`src/rtl/wbu_csr_commit_ysyx_23060136.sv`:
```
// rtl/wbu_csr_commit_ysyx_23060136.sv - WBU CSR commit sequencer, sole driver of the CSR write port
module wbu_csr_commit_ysyx_23060136 #(
  parameter logic [31:0] ECALL_CAUSE = 32'hb,
  parameter int          XLEN        = 32
) (
  input  logic            clk,
  input  logic            rst,
  input  logic            in_valid,
  output logic            in_ready,
  input  logic [2:0]      in_op,
  input  logic [2:0]      in_csr_idx,
  input  logic [XLEN-1:0] in_csr_old,
  input  logic [XLEN-1:0] in_src,
  input  logic            in_src_is_zero,
  input  logic [XLEN-1:0] in_pc,
  input  logic [XLEN-1:0] csr_mstatus,
  input  logic [XLEN-1:0] csr_mtvec,
  input  logic [XLEN-1:0] csr_mepc,
  output logic            CSRWr,
  output logic [2:0]      WBU_csr_rd,
  output logic [XLEN-1:0] csr_busW,
  output logic            redirect_valid,
  output logic [XLEN-1:0] redirect_pc,
  output logic            busy
);

  typedef enum logic [2:0] {
    S_IDLE, S_WR, S_T_EPC, S_T_CAUSE, S_T_STAT, S_M_STAT
  } state_e;

  localparam logic [2:0] OP_RW    = 3'd1;
  localparam logic [2:0] OP_RS    = 3'd2;
  localparam logic [2:0] OP_RC    = 3'd3;
  localparam logic [2:0] OP_ECALL = 3'd4;
  localparam logic [2:0] OP_MRET  = 3'd5;

  localparam logic [2:0] IDX_MSTATUS = 3'd0;
  localparam logic [2:0] IDX_MEPC    = 3'd2;
  localparam logic [2:0] IDX_MCAUSE  = 3'd3;

  state_e          state_q, state_d;
  logic [XLEN-1:0] stat_q, stat_d;
  logic [XLEN-1:0] target_q, target_d;
  logic            wr_q, wr_d;
  logic [2:0]      rd_q, rd_d;
  logic [XLEN-1:0] busw_q, busw_d;
  logic            redir_q, redir_d;
  logic [XLEN-1:0] rpc_q, rpc_d;

  logic [XLEN-1:0] wval;
  logic [XLEN-1:0] ecall_stat;
  logic [XLEN-1:0] mret_stat;
  logic            csr_wr_ok;

  // Outputs are registered, so each cycle computes what the next state will drive.
  always_comb begin
    wval = in_src;
    case (in_op)
      OP_RS:   wval = in_csr_old | in_src;
      OP_RC:   wval = in_csr_old & ~in_src;
      default: wval = in_src;
    endcase

    ecall_stat        = csr_mstatus;
    ecall_stat[7]     = csr_mstatus[3];
    ecall_stat[3]     = 1'b0;
    ecall_stat[12:11] = 2'b11;

    mret_stat        = csr_mstatus;
    mret_stat[3]     = csr_mstatus[7];
    mret_stat[7]     = 1'b1;
    mret_stat[12:11] = 2'b11;

    // Read-only CSRs (idx 4, 5 and above) and set/clear with a zero mask never write.
    csr_wr_ok = (in_csr_idx < 3'd4) && ((in_op == OP_RW) || !in_src_is_zero);
  end

  always_comb begin
    state_d  = state_q;
    stat_d   = stat_q;
    target_d = target_q;
    wr_d     = 1'b0;
    rd_d     = rd_q;
    busw_d   = busw_q;
    redir_d  = 1'b0;
    rpc_d    = rpc_q;

    case (state_q)
      S_IDLE: begin
        if (in_valid) begin
          case (in_op)
            OP_RW, OP_RS, OP_RC: begin
              if (csr_wr_ok) begin
                state_d = S_WR;
                wr_d    = 1'b1;
                rd_d    = in_csr_idx;
                busw_d  = wval;
              end
            end
            OP_ECALL: begin
              state_d  = S_T_EPC;
              wr_d     = 1'b1;
              rd_d     = IDX_MEPC;
              busw_d   = in_pc;
              stat_d   = ecall_stat;
              target_d = csr_mtvec;
            end
            OP_MRET: begin
              state_d  = S_M_STAT;
              wr_d     = 1'b1;
              rd_d     = IDX_MSTATUS;
              busw_d   = mret_stat;
              target_d = csr_mepc;
              redir_d  = 1'b1;
              rpc_d    = csr_mepc;
            end
            default: ;
          endcase
        end
      end
      S_T_EPC: begin
        state_d = S_T_CAUSE;
        wr_d    = 1'b1;
        rd_d    = IDX_MCAUSE;
        busw_d  = ECALL_CAUSE;
      end
      S_T_CAUSE: begin
        state_d = S_T_STAT;
        wr_d    = 1'b1;
        rd_d    = IDX_MSTATUS;
        busw_d  = stat_q;
        redir_d = 1'b1;
        rpc_d   = target_q;
      end
      default: state_d = S_IDLE;
    endcase
  end

  always_ff @(posedge clk) begin
    if (rst) begin
      state_q  <= S_IDLE;
      stat_q   <= '0;
      target_q <= '0;
      wr_q     <= 1'b0;
      rd_q     <= '0;
      busw_q   <= '0;
      redir_q  <= 1'b0;
      rpc_q    <= '0;
    end else begin
      state_q  <= state_d;
      stat_q   <= stat_d;
      target_q <= target_d;
      wr_q     <= wr_d;
      rd_q     <= rd_d;
      busw_q   <= busw_d;
      redir_q  <= redir_d;
      rpc_q    <= rpc_d;
    end
  end

  assign in_ready       = (state_q == S_IDLE);
  assign busy           = (state_q != S_IDLE);
  assign CSRWr          = wr_q;
  assign WBU_csr_rd     = rd_q;
  assign csr_busW       = busw_q;
  assign redirect_valid = redir_q;
  assign redirect_pc    = rpc_q;

endmodule

```
`config.mk`:
```
export PLATFORM = sky130hd
export DESIGN_NAME = wbu_csr_commit_ysyx_23060136
export DESIGN_NICKNAME = d
export VERILOG_FILES = /design/src/rtl/wbu_csr_commit_ysyx_23060136.sv
export SDC_FILE = /design/constraint.sdc
export NUM_CORES = 1
export LEC_CHECK = 0
export CELL_PAD_IN_SITES_DETAIL_PLACEMENT = 1
export CELL_PAD_IN_SITES_GLOBAL_PLACEMENT = 1
export CORE_ASPECT_RATIO = 0.6
export CORE_UTILIZATION = 31
export DETAILED_ROUTE_END_ITERATION = 7
export PLACE_DENSITY_LB_ADDON = 0.1
export SYNTH_ARGS = -nofsm -noshare
export SYNTH_HDL_FRONTEND = slang
export SYNTH_SLANG_ARGS = --single-unit
export TNS_END_PERCENT = 50
```
`constraint.sdc`:
```
create_clock -name clk -period 2.7 [get_ports clk]
set_input_delay 0.405 -clock clk [delete_from_list [all_inputs] [get_ports clk]]
set_output_delay 0.405 -clock clk [all_outputs]
set_load 0.1 [all_outputs]
```
==> out/results.ini <==
[run_status]
status=complete, no violations

[grt]
grt_max_degree=72
grt_pass1_wl_mm=42.19
overflow=0
grt_util_met2=0.3512
grtUsageTotal=0.2315
met1_usage=0.3192
grt_pass1_vias=7676
use_met3=0.06400
top_usage_layer=met2
antenna_found_initial=0

[yosys]
synth_commonest_cells=nand2_1, dfxtp_1, nor2_1
synth_most_common_cell=nand2_1
ys_seq_elements=134
synth_cell_types=41
synth.area.top_cells=dfxtp_1, mux2i_1, nand2_1
synth_top_cell_area_share=0.3785
syn_area_sq_um=7087
yosys_warnings=0
synth_edf_count=0
synth_fp_nets=1097
avgSynthCellArea_sq_um=7.918
syn_inst=895
seq_area_frac_synth=0.3785
async_flop_share=0
yosys.area.top_type=dfxtp_1
synth_ff_type=dfxtp_1

[worst_setup_path]
max_stage_delay_ps=910
slowest_stage=nor2_2
worstPathCellList=nor2b_2 > nor2_2 > a22oi_1 > o21ai_0 > a22o_1
worstPathRequired_ps=3070
rrSetupSlack_ps=480
r2r_end=csr_busW[8]$_SDFFE_PP0P_
critPathMaxFanout=21
r2r-start=state_q[2]$_SDFFE_PP0P_
r2r_cells=5
start_kind=flop
arrival_ps=2590
endpoint_kind=flop
crit_type=reg -> reg

[cells_and_area]
finalNonFillerCells=1442
register_area_sq_um=2683
synthToLayoutAreaGrowth_pct=48.94
nNetsFinal=1322
post-route-util=0.4748
design_area_sq_um=10560
fillers=2670
multi_input_area_sq_um=4054
drive_gt1_frac=0.1324

[routing]
drc=0
routed_via_density=5.166
drtIter0Drc=299
vias=7449
wl_per_cell_um=18.60
drt-total-wl_mm=26.82
ant_nets=0
drt_pass1_iterations=4

[placed_design]
place_area_sq_um=9907
port-buffer-count=270
dp.final_hpwl_mm=18.57
preCtsSetupSlack_ps=198.3
gp_congestion=0.7531
place_inst=1409

[timing]
finalCriticalPeriod_ps=2223
finalHoldViolCount=0
maxSlewHeadroom=0.1983
fmax_ghz=0.4498
worst_pin_slew_ps=1201
slew_violations=0
setup_ws_ps=476.6
fin_skew_ps=6.297
setup-tns-final_ps=0
rsz0062_at_grt=false
setup_viol=0
fin_crit_sh=0.8235

[pwr]
ir_worst_vdd_mv=0.4409
power_density_nw_per_um2=587.7
p_leak_nw=4.299

[floorplan]
floorplan.initialDensity=0.3188
dieArea_sq_um=23490
io_pins=273
core_region_area_sq_um=22230
core.rowCount=42
die_y_um=119.1
die_w_um=197.2

[hold_path]
min_path_cells=2
min_path_type=in -> reg
worstHoldStart=rst
whs_endpoint=stat_q[12]$_SDFFE_PP0P_

[job]
drv_cap=0

[clock_tree]
clockRootBuffer=clkbuf_16
ctsResizeCount=0
cts.sink_count=134
cts_setup_buffers=0
path_clk_slew_ps=60
cts_max_level=4
clk_latency_ps=430
cts_tree=built
hold_buffers=0
cts_buffer_depth=2
cts-buffers-inserted=17

==> metrics by stage <==
step	hold slack, ps	power (mW)
after CTS	425.7	6.283
after floorplan	431.2	3.081
after detailed placement	445.1	3.667
after global routing	449.8	6.457
after global placement	440.8	3.651
final	444.8	6.203
==> cells by family (layout without fill, tap and decap cells) <==
family                 count (synthesis)  count (layout)  synth area share
buffers and inverters                 91             329           0.05491
AO/OA/AOI/OAI                        270             270            0.2613
other                                  0               1                 0
multiplexers                          82              82            0.1158
flip-flops                           134             134            0.3785
AND/OR/NAND/NOR                      318             318            0.1894
==> power breakdown <==
group / switching, mW / total (mW) / internal [mW]
Clock: 0.970 / 2.58 / 1.61
Sequential: 0.0602 / 2.14 / 2.08
Combinational: 0.923 / 1.49 / 0.565
Total: 1.95 / 6.20 / 4.25
==> metal layers <==
metal | part of all wire | up-vias
li1 | - | 3672
met3 | 0.061 | 20
met5 | 0 | -
met4 | 0.012 | 0
met2 | 0.43 | 191
met1 | 0.50 | 3566
==> worst max path at each step <==
stage / from / depth (start not counted) / slack, ps / endpoint
6_report: state_q[2]$_SDFFE_PP0P_ / 5 / 480 / csr_busW[8]$_SDFFE_PP0P_
5_1_grt: state_q[2]$_SDFFE_PP0P_ / 5 / 340 / csr_busW[8]$_SDFFE_PP0P_
4_1_cts: state_q[2]$_SDFFE_PP0P_ / 5 / 500 / csr_busW[8]$_SDFFE_PP0P_
3_5_place_dp: in_valid / 6 / 200 / redirect_pc[31]$_SDFFE_PP0P_
3_3_place_gp: in_valid / 6 / 280 / redirect_pc[24]$_SDFFE_PP0P_
2_1_floorplan: state_q[2]$_SDFFE_PP0P_ / 3 / 290 / busy
==> placed cells by master, fill, tap and decap left out, types with 5 or more instances in the layout <==
master | netlist | routed
o21ai_0 | 33 | 33
a22o_1 | 24 | 24
clkdlybuf4s50_1 | 0 | 195
buf_4 | 1 | 89
mux2i_1 | 82 | 82
buf_12 | 0 | 7
nor4_1 | 5 | 5
a21oi_1 | 100 | 99
dfxtp_1 | 134 | 134
clkbuf_16 | 0 | 17
a311oi_1 | 29 | 29
a311oi_2 | 10 | 10
a211oi_1 | 38 | 38
nand2_1 | 159 | 159
a22oi_1 | 21 | 21
nor2_1 | 104 | 101
and3_1 | 21 | 21
==> registers in the layout (all words and copies together) (netlist names) <==
register and flops:
target_q 32, state_q 3, redirect_pc 32, WBU_csr_rd 3
stat_q 30, redirect_valid 1, csr_busW 32, CSRWr 1
==> area by class of cell <==
| class | instances | area share |
|---|---|---|
| Sequential cell | 134 | 0.2541 |
| Inverter | 4 | 0.001422 |
| Tap cell | 308 | 0.03651 |
| Multi-Input combinational cell | 670 | 0.3841 |
| Clock inverter | 13 | 0.01826 |
| Timing Repair Buffer | 293 | 0.2624 |
| Clock buffer | 19 | 0.04291 |
| Antenna cell | 1 | 0.0002371 |
==> critical path: cells and delay by family (launching register included) <==
kind	cells	cell delay [ps]
flip-flops	1	630
AND/OR/NAND/NOR	2	1010
AO/OA/AOI/OAI	3	510
(Power assumes the default switching activity.)
